`src/rtl/dds_cmd_pkg.sv`:
```
// rtl/dds_cmd_pkg.sv - shared opcodes, field positions and types for the DDS command encoder
package dds_cmd_pkg;

    localparam logic [3:0] OP_FAP      = 4'b0000;
    localparam logic [3:0] OP_SYNC     = 4'b0001;
    localparam logic [3:0] OP_TOFF     = 4'b0100;
    localparam logic [3:0] OP_AOFF     = 4'b0101;
    localparam logic [3:0] OP_WIN_BASE = 4'b1000;
    localparam logic [3:0] OP_FAP_B    = 4'b1111;

    localparam int M_FREQ  = 0;
    localparam int M_AMP   = 1;
    localparam int M_PHASE = 2;
    localparam int M_AOFF  = 3;
    localparam int M_TOFF  = 4;
    localparam int M_SYNC  = 5;
    localparam int M_FORCE = 6;

    localparam int PL_AMP_LSB   = 46;
    localparam int PL_PHASE_LSB = 32;

    typedef enum logic [2:0] {
        PB_TOFF  = 3'd0,
        PB_AOFF  = 3'd1,
        PB_FAP_A = 3'd2,
        PB_FAP_B = 3'd3,
        PB_SYNC  = 3'd4
    } plan_bit_e;

    typedef enum logic [1:0] {
        ST_IDLE,
        ST_PLAN,
        ST_EMIT
    } state_e;

    // True when every set bit of diff lies inside the 32-bit window starting at lo.
    function automatic logic window_fits(input logic [47:0] diff, input int lo);
        logic [47:0] keep;
        keep = ((48'd1 << (lo + 32)) - 48'd1) & ~((48'd1 << lo) - 48'd1);
        return (diff & ~keep) == 48'd0;
    endfunction

endpackage

```
`src/rtl/dds_freq_window_select.sv`:
```
// rtl/dds_freq_window_select.sv - picks the partial-frequency opcode covering all changed bits
module dds_freq_window_select
    import dds_cmd_pkg::*;
(
    input  logic [47:0] diff,
    input  logic        force_full,
    output logic        fits,
    output logic [3:0]  opcode,
    output logic [4:0]  lo
);

    // Candidates are visited from lowest lo upward so the largest fitting one wins.
    always_comb begin
        fits   = 1'b0;
        opcode = OP_FAP;
        lo     = 5'd16;
        for (int k = 7; k >= 0; k--) begin
            if (window_fits(diff, 14 - 2 * k)) begin
                fits   = 1'b1;
                opcode = OP_WIN_BASE | 4'(k);
                lo     = 5'(14 - 2 * k);
            end
        end
        if (diff[15:0] == 16'd0) begin
            fits   = 1'b1;
            opcode = OP_FAP;
            lo     = 5'd16;
        end
        if (force_full) begin
            fits   = 1'b0;
            opcode = OP_FAP;
            lo     = 5'd16;
        end
    end

endmodule

```
`src/rtl/dds_command_encoder.sv`:
```
// rtl/dds_command_encoder.sv - turns one DDS parameter-update request into timed command words
module dds_command_encoder
    import dds_cmd_pkg::*;
#(
    parameter logic [63:0] TS_STEP = 64'd1
)
(
    input  logic         clk,
    input  logic         resetn,
    input  logic         req_valid,
    output logic         req_ready,
    input  logic [6:0]   req_mask,
    input  logic [47:0]  req_freq,
    input  logic [13:0]  req_amp,
    input  logic [13:0]  req_phase,
    input  logic [13:0]  req_amp_offset,
    input  logic [59:0]  req_time_offset,
    input  logic [63:0]  req_timestamp,
    output logic [127:0] cmd_tdata,
    output logic         cmd_tvalid,
    input  logic         cmd_tready,
    output logic         cmd_tlast,
    output logic         busy
);

    state_e       state, state_d;
    logic         ready_q;
    logic [6:0]   mask_q;
    logic [47:0]  freq_q, shadow_freq, eff_freq, diff;
    logic [13:0]  amp_q, phase_q, aoff_q, shadow_amp, shadow_phase, eff_amp, eff_phase;
    logic [59:0]  toff_q;
    logic [63:0]  ts_q;
    logic [4:0]   plan_q, plan_d;
    logic [3:0]   fap_op_q, fap_op_d, win_op, op;
    logic [4:0]   fap_lo_q, fap_lo_d, win_lo;
    logic         win_fits, accept, last_word;
    logic [31:0]  fap_window;
    logic [59:0]  payload;

    assign accept    = req_valid && ready_q;
    assign req_ready = ready_q;

    assign eff_freq  = mask_q[M_FREQ]  ? freq_q  : shadow_freq;
    assign eff_amp   = mask_q[M_AMP]   ? amp_q   : shadow_amp;
    assign eff_phase = mask_q[M_PHASE] ? phase_q : shadow_phase;
    assign diff      = eff_freq ^ shadow_freq;

    dds_freq_window_select u_window (
        .diff       (diff),
        .force_full (mask_q[M_FORCE]),
        .fits       (win_fits),
        .opcode     (win_op),
        .lo         (win_lo)
    );

    always_comb begin
        plan_d           = '0;
        fap_op_d         = OP_FAP;
        fap_lo_d         = 5'd16;
        plan_d[PB_TOFF]  = mask_q[M_TOFF];
        plan_d[PB_AOFF]  = mask_q[M_AOFF];
        if (mask_q[M_SYNC]) begin
            plan_d[PB_FAP_A] = mask_q[M_AMP] | mask_q[M_PHASE];
            plan_d[PB_SYNC]  = 1'b1;
        end else if (|mask_q[M_PHASE:M_FREQ]) begin
            plan_d[PB_FAP_A] = 1'b1;
            plan_d[PB_FAP_B] = !win_fits;
            fap_op_d         = win_op;
            fap_lo_d         = win_lo;
        end
    end

    // Remaining words live in plan_q; the lowest set bit is the one on the bus.
    assign last_word = (plan_q & (plan_q - 5'd1)) == 5'd0;

    always_comb begin
        state_d = state;
        busy    = (state != ST_IDLE);
        case (state)
            ST_IDLE: if (accept) state_d = ST_PLAN;
            ST_PLAN: state_d = (plan_d == 5'd0) ? ST_IDLE : ST_EMIT;
            ST_EMIT: if (cmd_tready && last_word) state_d = ST_IDLE;
            default: state_d = ST_IDLE;
        endcase
    end

    // Shadows are already committed by EMIT, so they hold the effective values.
    assign fap_window = 32'(shadow_freq >> fap_lo_q);

    always_comb begin
        op      = OP_FAP;
        payload = '0;
        if (plan_q[PB_TOFF]) begin
            op      = OP_TOFF;
            payload = toff_q;
        end else if (plan_q[PB_AOFF]) begin
            op      = OP_AOFF;
            payload = {46'd0, aoff_q};
        end else if (plan_q[PB_FAP_A]) begin
            op      = fap_op_q;
            payload = {shadow_amp, shadow_phase, fap_window};
        end else if (plan_q[PB_FAP_B]) begin
            op      = OP_FAP_B;
            payload = {shadow_amp, shadow_phase, shadow_freq[31:0]};
        end else if (plan_q[PB_SYNC]) begin
            op      = OP_SYNC;
            payload = {12'd0, shadow_freq};
        end
    end

    assign cmd_tvalid = (state == ST_EMIT);
    assign cmd_tdata  = cmd_tvalid ? {ts_q, op, payload} : '0;
    assign cmd_tlast  = cmd_tvalid && last_word;

    always_ff @(posedge clk or negedge resetn) begin
        if (!resetn) begin
            state        <= ST_IDLE;
            ready_q      <= 1'b0;
            mask_q       <= '0;
            freq_q       <= '0;
            amp_q        <= '0;
            phase_q      <= '0;
            aoff_q       <= '0;
            toff_q       <= '0;
            ts_q         <= '0;
            plan_q       <= '0;
            fap_op_q     <= OP_FAP;
            fap_lo_q     <= 5'd16;
            shadow_freq  <= '0;
            shadow_amp   <= '0;
            shadow_phase <= '0;
        end else begin
            state   <= state_d;
            ready_q <= (state_d == ST_IDLE);
            if (accept) begin
                mask_q  <= req_mask;
                freq_q  <= req_freq;
                amp_q   <= req_amp;
                phase_q <= req_phase;
                aoff_q  <= req_amp_offset;
                toff_q  <= req_time_offset;
                ts_q    <= req_timestamp;
            end
            if (state == ST_PLAN) begin
                plan_q       <= plan_d;
                fap_op_q     <= fap_op_d;
                fap_lo_q     <= fap_lo_d;
                shadow_freq  <= eff_freq;
                shadow_amp   <= eff_amp;
                shadow_phase <= eff_phase;
            end
            if (cmd_tvalid && cmd_tready) begin
                plan_q <= plan_q & (plan_q - 5'd1);
                ts_q   <= ts_q + TS_STEP;
            end
        end
    end

endmodule

```
`config.mk`:
```
export PLATFORM = sky130hd
export DESIGN_NAME = dds_command_encoder
export DESIGN_NICKNAME = d
export VERILOG_FILES = /design/src/rtl/dds_cmd_pkg.sv /design/src/rtl/dds_freq_window_select.sv /design/src/rtl/dds_command_encoder.sv
export SDC_FILE = /design/constraint.sdc
export NUM_CORES = 1
export LEC_CHECK = 0
export CORE_UTILIZATION = 60
export DETAILED_ROUTE_END_ITERATION = 6
export DONT_BUFFER_PORTS = 1
export PLACE_DENSITY = 0.76
export REMOVE_ABC_BUFFERS = 1
export SYNTH_ARGS = -nofsm -noshare
export SYNTH_HDL_FRONTEND = slang
export SYNTH_HIERARCHICAL = 1
export SYNTH_SLANG_ARGS = --single-unit
```
`constraint.sdc`:
```
create_clock -name clk -period 4.8 [get_ports clk]
set_input_delay 0.96 -clock clk [delete_from_list [all_inputs] [get_ports clk]]
set_output_delay 0.96 -clock clk [all_outputs]
set_load 0.01 [all_outputs]
```
* Word-level counts from Yosys, hierarchy flattened *
Cells that the tools add are included.
Widths: inputs -> output; s select.

storage, ports and cells
  flip-flop bits (word level) = 314
  bits in latches = 0
  bits in writable memories = 0
  ROM bits = 0
  output and inout port bits = 132
  memories kept = 0

operators by class
  add/subtract/negate cells = 2
  $mul = 0
  divide/modulo/power cells = 0
  order comparisons = 0
  equality and inequality tests = 2
  shift-type cells = 1
  multiplexer cells = 58
  bitwise operators = 3
  reductions and logical operators = 24

operators by type and width
  kind                   count
  $logic_not 48->1       8
  $mux 60                4
  $mux 128               1
  $mux 64                2
  $mux 48                2
  $mux 5                 14
  $add 64x1->64 const B  1
  $mux 4                 16
  $shr 48x5->32          1
  $xor 48x48->48         1
  $logic_not 16->1       1
  $mux 1                 14
  $logic_not 5->1        2
  $mux 2                 4
  $pmux 2 s3             1
  $reduce_bool 2->1      3
  $and 5x5->5            1
  $sub 5x1->5 const B    1
  $logic_and 1x1->1      4
  $logic_not 2->1        2
  $reduce_and 2->1       2
  $reduce_or 3->1        1
  $eq 2x1->1 const B     1
  $eq 2x2->1 const B     1
  2 further kinds        2

* Depth between registers and ports, before layout *
  depth after elaboration = 20
  depth in mapped cells = 10
  gate-level depth less buffers = 7

* Cells and area by module *
Netlist, hierarchy kept.

modules (own cells, without submodules)
  module                  instances  cells an instance  area an instance (um^2)
  dds_command_encoder     1          1,983              17,902.2
  dds_freq_window_select  1          58                 406.6

* Worst setup path after synthesis *
Ideal clock, no wire load.

  path type = register to output
  start point = register fap_lo_q[1]
  end point = output cmd_tdata[7]
  data arrival time = 2.023 ns
  path slack = 1.817 ns
  stages on the path, launching flop included = 11
  path buffers = 4
  cell sequence = dfrtp_1 buf_4 buf_4 buf_4 buf_4 nand2_1 o22ai_1 a211o_1 o211ai_1 a31oi_1 nor3_1

on the way
  word-level cells in the longest chain between the ends = 5

ends and longest elaborated chain
  what                    RTL line                    source
  from (decl)             dds_command_encoder.sv:35   logic [4:0] fap_lo_q, fap_lo_d, win_lo;
  from (signal assigned)  dds_command_encoder.sv:147  fap_lo_q <= fap_lo_d;
  $shr 48x5->32           dds_command_encoder.sv:88   assign fap_window = 32'(shadow_freq >> fap_lo_q);
  $mux 60                 dds_command_encoder.sv:99   end else if (plan_q[PB_FAP_A]) begin
  $mux 60                 dds_command_encoder.sv:96   end else if (plan_q[PB_AOFF]) begin
  $mux 60                 dds_command_encoder.sv:93   if (plan_q[PB_TOFF]) begin
  $mux 128                dds_command_encoder.sv:112  assign cmd_tdata = cmd_tvalid ? {ts_q, op, payload} : '0;
  to (decl)               dds_command_encoder.sv:19   output logic [127:0] cmd_tdata,

No other way between the ends.

* Worst setup path in the final report *
  start point = register fap_lo_q[1]
  end point = output cmd_tdata[18]

Same word-level chain as after synthesis.

==> impl_metrics.env <==
export IMPL_status="completed"
export IMPL_hp_class="in -> async"
export IMPL_arrival_ns=3.51
export IMPL_cts_root_buffer="clkbuf_16"
export IMPL_fill_cells=2489
export IMPL_vias_per_cell=6.63
export IMPL_worst_hold_slack_ns=0.139
export IMPL_cts_buffers_inserted=35
export IMPL_drc=0
export IMPL_setup_violations=0
export IMPL_die_h_um=176
export IMPL_overflow=0
export IMPL_cap_viol_max_count=0
export IMPL_cp_end_kind="output pin"
export IMPL_fin_crit_ns=4.47
export IMPL_cts_hold_buf=0
export IMPL_fmax_mhz=224
export IMPL_synth_area_per_cell_um2=9.00
export IMPL_report_final_slew_viol_count=0
export IMPL_grt_pass1_vias=14648
export IMPL_hold_viol=0
export IMPL_power_mw=14.6
export IMPL_io_pins=357
export IMPL_post_route_util=0.653
export IMPL_max_vdd_ir_drop_mv=0.446
export IMPL_clk_pin_slew_ns=0.06
export IMPL_required_ns=3.84
export IMPL_nNetsFinal=2167
export IMPL_drtIter0Drc=1695
export IMPL_cts_path_max_buffers=3
export IMPL_first_pass_iters=7
export IMPL_synth_cells=2008
export IMPL_num_vias=15606
export IMPL_cts_resized=0
export IMPL_diodes=0
export IMPL_critPathMaxFanout=35
export IMPL_netlist_area_um2=18100
export IMPL_clk_latency_ns=0.53
export IMPL_relSlewSlack=0.208
export IMPL_startpoint_type="register"
export IMPL_ant_nets=0
export IMPL_layout_drive_gt1_share=0.128
export IMPL_rows=63
export IMPL_fin_worst_skew_ns=0.0167
export IMPL_leakagePower_nw=8.55
export IMPL_max_slew_worst_pin_slew_ns=1.18
export IMPL_yosys_warnings=6
export IMPL_gp_congestion=1.02
export IMPL_die_area_um2=30800
export IMPL_htreeDepth=2
export IMPL_routedWlPerCell_um=23.3
export IMPL_rsz0062_at_grt="false"
export IMPL_die_x_um=176
export IMPL_post_dp_hpwl_mm=38.5
export IMPL_tritoncts="yes"
export IMPL_period_share=0.931
export IMPL_routed_wl_mm=54.8
export IMPL_numClockSinks=314
export IMPL_grt_pass1_wl_mm=84.9
export IMPL_grt_max_degree=315
export IMPL_core_area_um2=29600
export IMPL_port_buffer_count=0
export IMPL_powerDensity_nw_per_um2=754
export IMPL_globalRouteTotalUtil=0.352
export IMPL_grt_antenna_before_repair=0
export IMPL_floorplan_initialDensity=0.610
export IMPL_post_cts_buffers=0
export IMPL_synthToLayoutAreaGrowth_pct=7.15
export IMPL_crit_type="reg -> out"
-- critical path, stage by stage (launching register included) --
cell and delay, ns:
dfrtp_2 0.96, buf_4 0.43, nor2b_1 0.54, a22oi_1 0.18
nand2_1 0.23, mux2_2 0.21, o22ai_1 0.09, a221o_1 0.33
-- cell type report --
type	instances	area (µm²)	share of cell area
multi-input cells	1544	9630	0.498
clock buffers	50	1010	0.0524
flip-flops and latches	314	7860	0.406
repair buffers	30	225	0.0116
well taps	390	488	0.0252
inverters	16	60.1	0.00310
clock inverters	10	75.1	0.00388
-- report_power, final --
part,total [mW],leakage (nW),switching (mW),internal [mW]
sequential,5.38,3.83,1.51,3.87
clock,2.57,0.536,1.10,1.48
combinational,6.64,4.18,3.98,2.66
total,14.6,8.55,6.58,8.01
-- layout by cell type, fill, tap and decap left out, types with 8 or more instances in the layout --
cell type,n
a211oi_1,27
a21oi_1,40
a221o_1,8
a221oi_1,17
a222oi_1,18
a22o_1,23
a22oi_1,28
a311oi_1,11
and2_1,98
and3_1,16
buf_4,30
clkbuf_1,8
clkbuf_16,36
dfrtp_1,311
inv_1,13
mux2_2,101
mux2i_1,64
mux4_2,23
nand2_1,575
nand2b_1,8
nand3_1,42
nand4_1,12
nor2_1,124
nor3_1,42
nor4_1,8
o211ai_1,22
o21ai_0,34
o221ai_1,15
o22ai_1,34
xor2_1,32
-- sequential cells by signal, summed over array words and instances, names as in the netlist --
signal	cells
ts_q	64
toff_q	60
freq_q	48
shadow_freq	48
amp_q	14
aoff_q	14
phase_q	14
shadow_amp	14
shadow_phase	14
mask_q	7
fap_lo_q	5
plan_q	5
fap_op_q	4
state	2
req_ready	1
-- per-layer routing --
layer,up-vias,share of wire,track usage
met2,754,0.46,0.542
met5,-,0,0
li1,7000,-,-
met1,7733,0.42,0.497
met3,119,0.093,0.0758
met4,0,0.031,0.111
-- through the flow --
step | cell area (µm²) | cells | TNS [ns] | worst slack [ns]
floorplan | 17500 | 1874 | -254.12 | -3.51
global placement | 18300 | 2294 | 0 | 0.972
detailed placement | 18300 | 2294 | 0 | 0.892
CTS | 19400 | 2354 | 0 | 0.342
global route | 19400 | 2354 | 0 | 0.0439
finish | 19400 | 2354 | 0 | 0.332
-- final timing paths --
path | end | cells past startpoint | slack (ns) | start
min | aoff_q[3]$_DFFE_PN0P_ | 0 | 0.14 | resetn
max reg2reg | ts_q[55]$_DFFE_PN0P_ | 8 | 1.27 | state[0]$_DFF_PN0_
max in group asynchronous | fap_lo_q[2]$_DFFE_PN0P_ | 0 | 3.95 | resetn
min in group clk | amp_q[6]$_DFFE_PN0P_ | 2 | 0.47 | amp_q[6]$_DFFE_PN0P_
min reg2reg | amp_q[6]$_DFFE_PN0P_ | 2 | 0.47 | amp_q[6]$_DFFE_PN0P_
max | cmd_tdata[18] | 7 | 0.33 | fap_lo_q[1]$_DFFE_PN0P_
(Power assumes the default switching activity.)
